==> config.mk <==
export PLATFORM = sky130hd
export DESIGN_NAME = secirq_escalator
export DESIGN_NICKNAME = d
export VERILOG_FILES = /design/src/rtl/secirq_escalator.sv
export SDC_FILE = /design/constraint.sdc
export NUM_CORES = 1
export LEC_CHECK = 0
export BUFFER_PORTS_ARGS = -buffer_cell sky130_fd_sc_hd__buf_2
export CAP_MARGIN = 15
export CORE_UTILIZATION = 30
export DETAILED_ROUTE_END_ITERATION = 8
export PLACE_DENSITY_LB_ADDON = 0.3
export SETUP_SLACK_MARGIN = 0.15
export SLEW_MARGIN = 40
export SYNTH_ARGS = -nofsm -noshare
export SYNTH_HDL_FRONTEND = slang
export SYNTH_SLANG_ARGS = --single-unit
==> constraint.sdc <==
create_clock -name clk -period 2.7 [get_ports clk]
set_input_delay 0.27 -clock clk [delete_from_list [all_inputs] [get_ports clk]]
set_output_delay 0.27 -clock clk [all_outputs]
set_load 0.05 [all_outputs]
==> src/rtl/secirq_escalator.sv <==
// Security alarm aggregator: edge-detects irq8 sources into sticky pending bits and
// saturating event counters, and escalates unserviced alarms through ALERT/ESCALATE to LOCK.
module secirq_escalator #(
    parameter int NSRC    = 8,
    parameter int CNTW    = 8,
    parameter int ESCTHR  = 4,
    parameter int ESCTMO  = 1024,
    parameter int ESCHOLD = 256
) (
    input  logic                 clk,
    input  logic                 reset,
    input  logic [NSRC-1:0]      irq8,
    input  logic [NSRC-1:0]      irqen,
    input  logic [NSRC-1:0]      clr,
    input  logic                 cntclr,
    input  logic                 ack,
    output logic [NSRC-1:0]      pending,
    output logic [NSRC*CNTW-1:0] evtcnt,
    output logic                 irq,
    output logic                 escalate,
    output logic                 lockout,
    output logic [1:0]           state
);

    typedef enum logic [1:0] {
        IDLE     = 2'd0,
        ALERT    = 2'd1,
        ESCALATE = 2'd2,
        LOCK     = 2'd3
    } state_t;

    localparam int TMR_MAX = (ESCTMO > ESCHOLD) ? ESCTMO : ESCHOLD;
    localparam int TMRW    = $clog2(TMR_MAX);

    localparam logic [TMRW-1:0] TMO_LAST  = TMRW'(ESCTMO - 1);
    localparam logic [TMRW-1:0] HOLD_LAST = TMRW'(ESCHOLD - 1);
    localparam logic [CNTW-1:0] CNT_MAX   = '1;
    localparam logic [CNTW-1:0] CNT_THR   = CNTW'(ESCTHR);

    logic [NSRC-1:0]      irq8_q, irq8_d;
    logic [NSRC-1:0]      rise_q, rise_d;
    logic [NSRC-1:0]      pending_q, pending_d;
    logic [NSRC*CNTW-1:0] evtcnt_q, evtcnt_d;
    logic [TMRW-1:0]      tmr_q, tmr_d;
    state_t               state_q, state_d;
    logic                 irq_w;
    logic                 thr_hit;

    always_ff @(posedge clk) begin
        if (reset) begin
            irq8_q    <= '0;
            rise_q    <= '0;
            pending_q <= '0;
            evtcnt_q  <= '0;
            tmr_q     <= '0;
            state_q   <= IDLE;
        end else begin
            irq8_q    <= irq8_d;
            rise_q    <= rise_d;
            pending_q <= pending_d;
            evtcnt_q  <= evtcnt_d;
            tmr_q     <= tmr_d;
            state_q   <= state_d;
        end
    end

    // Registered rise stage gives the two-edge input-to-pending latency; set beats clr.
    always_comb begin
        irq8_d    = irq8;
        rise_d    = irq8 & ~irq8_q & irqen;
        pending_d = (pending_q & ~clr) | rise_q;
    end

    always_comb begin
        evtcnt_d = evtcnt_q;
        thr_hit  = 1'b0;
        for (int i = 0; i < NSRC; i++) begin
            if (cntclr) begin
                evtcnt_d[i*CNTW +: CNTW] = '0;
            end else if (rise_q[i] && (evtcnt_q[i*CNTW +: CNTW] != CNT_MAX)) begin
                evtcnt_d[i*CNTW +: CNTW] = evtcnt_q[i*CNTW +: CNTW] + CNTW'(1);
            end
            if (evtcnt_q[i*CNTW +: CNTW] >= CNT_THR) begin
                thr_hit = 1'b1;
            end
        end
    end

    assign irq_w = |pending_q;

    always_comb begin
        state_d = state_q;
        tmr_d   = tmr_q;
        case (state_q)
            IDLE: begin
                if (irq_w) begin
                    state_d = ALERT;
                    tmr_d   = '0;
                end
            end
            ALERT: begin
                if (thr_hit) begin
                    state_d = ESCALATE;
                    tmr_d   = '0;
                end else if (!irq_w) begin
                    state_d = IDLE;
                end else if (tmr_q == TMO_LAST) begin
                    state_d = ESCALATE;
                    tmr_d   = '0;
                end else begin
                    tmr_d = tmr_q + TMRW'(1);
                end
            end
            ESCALATE: begin
                // Only ack leaves ESCALATE; clearing pending alone just lets the hold timer run.
                if (ack) begin
                    state_d = irq_w ? ALERT : IDLE;
                    tmr_d   = '0;
                end else if (tmr_q == HOLD_LAST) begin
                    state_d = LOCK;
                end else begin
                    tmr_d = tmr_q + TMRW'(1);
                end
            end
            LOCK: begin
                state_d = LOCK;
            end
            default: begin
                state_d = IDLE;
            end
        endcase
    end

    assign pending  = pending_q;
    assign evtcnt   = evtcnt_q;
    assign irq      = irq_w;
    assign escalate = (state_q == ESCALATE);
    assign lockout  = (state_q == LOCK);
    assign state    = state_q;

endmodule

==> results.sh <==
export IMPL_r2r_cells=6
export IMPL_fin_skew_ps=4.030
export IMPL_final_core_util_pct=38.39
export IMPL_core_area_um2=14700
export IMPL_start_kind="register"
export IMPL_cp_slowest_cell="nor4_1"
export IMPL_cts_root_buf="clkbuf_16"
export IMPL_hold_path_endpoint="rise_q[2]$_SDFF_PP0_"
export IMPL_clock_sinks=100
export IMPL_maxCapViolations=0
export IMPL_required_ps=2970
export IMPL_crit_path_max_fanout=9
export IMPL_hpwl_um=8942
export IMPL_finalCriticalPeriod_ps=2384
export IMPL_synth_fa_ha_area_share_pct=6.284
export IMPL_hold_viol_final=0
export IMPL_ctsResizeCount=0
export IMPL_fmax_mhz=419.4
export IMPL_design_die_area_um2=15760
export IMPL_cp_data_arrival_time_ps=2650
export IMPL_clock_path_buffers=2
export IMPL_areaGrowthSynthToFinish_pct=23.22
export IMPL_cts_setup_buffers=0
export IMPL_r2r_slack_ps=320
export IMPL_synth_mux_area_share_pct=0.4645
export IMPL_min_delay_path_depth=2
export IMPL_grt_pass1_wl_um=18930
export IMPL_routed_wirelength_um=11730
export IMPL_peakVddDrop_mv=0.3588
export IMPL_drt_iter0_markers=251
export IMPL_tightestPinTransition_ps=607.5
export IMPL_cp_cell_sequence="nor4_1, nand4_1, nor4_4, a31o_1, nand3b_4, o311ai_4"
export IMPL_gp_congestion=0.8728
export IMPL_setup_viol=0
export IMPL_timing_rr_end="tmr_q[2]$_SDFFE_PP0P_"
export IMPL_cpPeakStageDelay_ps=440
export IMPL_path_class="register to register"
export IMPL_hold_worst_slack_ps=151.5
export IMPL_drtAntennaViolNets=0
export IMPL_yosysSeqAreaShare_pct=43.72
export IMPL_cts_buffers=9
export IMPL_mappedNetlistNets=567
export IMPL_vias=4013
export IMPL_ys_warn_count=0
export IMPL_ys_seq_elements=100
export IMPL_routedWlPerCell_um=14.39
export IMPL_synth_top_family_by_area="simple AND/OR/NAND/NOR gates"
export IMPL_die_h_um=125.6
export IMPL_fill_cells=1484
export IMPL_synth_compound_area_share_pct=9.098
export IMPL_clk_pin_slew_ps=60
export IMPL_layout_drive_gt1_share_pct=21.75
export IMPL_async_flop_share_pct=0
export IMPL_clk_latency_ps=350
export IMPL_finalSetupTns_ps=0
export IMPL_start_util_pct=31.15
export IMPL_die_x_um=125.6
export IMPL_cellPowerDensity_nw_per_um2=584.5
export IMPL_postCtsHoldBufs=0
export IMPL_final_nets=676
export IMPL_netlist_area_um2=4579
export IMPL_io_pins=105
export IMPL_critPathCaptureType="register"
export IMPL_postSynthAreaPerCell_um2=8.875
export IMPL_relSlewSlack_pct=59.50
export IMPL_syn_inst=516
export IMPL_synth_edf_count=0
export IMPL_leakage_nw=2.385
export IMPL_synth_ff_type="dfxtp_1"
export IMPL_drc=14
export IMPL_synth_simple_area_share_pct=26.50
export IMPL_firstDrtPassIters=7
export IMPL_worstHoldStart="irqen[2]"
export IMPL_fin_crit_sh_pct=88.31
export IMPL_place_ws_ps=314.1
export IMPL_cts_tree="built"
export IMPL_grt_max_degree=28
export IMPL_status="finished, violations left"
export IMPL_synth_xor_area_share_pct=9.563
export IMPL_drv_slew=0
export IMPL_track_usage_pct=15.36
export IMPL_fin_ws_ps=315.5
export IMPL_rsz0062_at_grt="false"
export IMPL_hold_path_class="input pin to register"
export IMPL_synth_cell_types=49
export IMPL_cts_htree_levels=3
export IMPL_regToRegStartpoint="evtcnt[34]$_SDFFE_PP0P_"
export IMPL_viasPerCell=4.924
export IMPL_violations="design-rule violations"
export IMPL_antenna_found_initial=1
export IMPL_grt_pass1_vias=3758
export IMPL_fp_row_count=44
export IMPL_grt_overflow_total=0
export IMPL_io_buffers=104
cell families (layout without fill, tap and decap cells):
family          Yosys count  count (layout)
fa+ha+maj                23              23
compound gates           59              59
buf+inv                  51             165
mux                       2               2
flops                   100             100
other cells               0               1
simple gates            231             231
xor+xnor                 50              50
layout by cell type (no fill, tap or decap), types with 4 or more instances in the layout:
cell type  instances
and3b_1            8
clkbuf_16          9
xnor2_1           18
o21ai_0            8
nor3_1             4
nand4_1           23
dfxtp_1           99
a21oi_1           21
buf_4              5
nor4_1            18
a31oi_1            4
or3_1              4
o22ai_1            5
nor2_1            78
and3_1            11
nand3_1           31
inv_1             39
buf_2            104
ha_1              23
nand2b_1           9
xor2_1            32
nor2b_1            8
a32oi_1            5
and4_1             4
nand2_1           25
synthesized netlist by cell type (9+ instances only):
master    count  area, um2
nand2b_1      9      56.30
a21oi_1      21      105.1
nand3_1      31      155.2
nor2_1       78      292.8
inv_1        39      146.4
and3_1       11      68.82
nand4_1      23      143.9
xnor2_1      18      157.7
xor2_1       32      280.3
nand2_1      25      93.84
ha_1         23      287.8
dfxtp_1     100       2002
nor4_1       18      112.6
report_power, final:
| group | internal, mW | total [mW] | leakage (nW) | switching [mW] |
|---|---|---|---|---|
| Combinational | 0.145 | 0.427 | 1.43 | 0.282 |
| Clock | 0.770 | 1.34 | 0.142 | 0.568 |
| Sequential | 1.50 | 1.53 | 0.810 | 0.0282 |
| Total | 2.42 | 3.30 | 2.38 | 0.879 |
layer usage:
layer | up-vias | part of all wire (%) | global-route usage (%)
met5 | - | 0 | 0
met4 | 0 | 2.6 | 6.313
met3 | 22 | 6.3 | 5.049
met2 | 121 | 46 | 25.23
met1 | 1873 | 45 | 18.40
li1 | 1997 | - | -
metrics by stage:
step / total power, mW / cell area (um2) / instances
2_1_floorplan: 1.896 / 4581 / 516
3_3_place_gp: 1.981 / 5335 / 798
3_5_place_dp: 1.993 / 5335 / 798
4_1_cts: 3.334 / 5640 / 814
5_1_grt: 3.419 / 5640 / 814
6_report: 3.299 / 5643 / 815
state kept, by name, indices dropped and copies added (netlist names):
| register | cells |
|---|---|
| evtcnt | 64 |
| rise_q | 8 |
| irq8_q | 8 |
| pending | 8 |
| state | 2 |
| tmr_q | 10 |
worst max-delay path by stage:
stage                            end  cells after the start  slack (ps)                    start
6_report       tmr_q[2]$_SDFFE_PP0P_                      6         320  evtcnt[34]$_SDFFE_PP0P_
5_1_grt        tmr_q[2]$_SDFFE_PP0P_                      6         220  evtcnt[34]$_SDFFE_PP0P_
4_1_cts        tmr_q[2]$_SDFFE_PP0P_                      6         310  evtcnt[34]$_SDFFE_PP0P_
3_5_place_dp   tmr_q[2]$_SDFFE_PP0P_                      6         310  evtcnt[34]$_SDFFE_PP0P_
3_3_place_gp   tmr_q[2]$_SDFFE_PP0P_                      6         340  evtcnt[38]$_SDFFE_PP0P_
2_1_floorplan  tmr_q[8]$_SDFFE_PP0P_                      7         250    state[0]$_SDFFE_PP0P_
layout make-up:
cell class | count | area, um2 | share of cell area (%)
antenna | 1 | 2.502 | 0.04435
clock buffer | 13 | 260.3 | 4.612
clock inverter | 3 | 45.04 | 0.7982
inverter | 39 | 146.4 | 2.594
multi-input combinational | 365 | 2377 | 42.13
sequential | 100 | 2003 | 35.50
tap | 184 | 230.2 | 4.080
timing repair buffer | 110 | 578.1 | 10.24
worst max-delay path: cells and delay by family, from the launching register on:
family	cells	cell delay [ps]
compound gates	2	660
simple gates	4	1260
flops	1	380
Note: power is estimated with default switching activity, not from simulation.
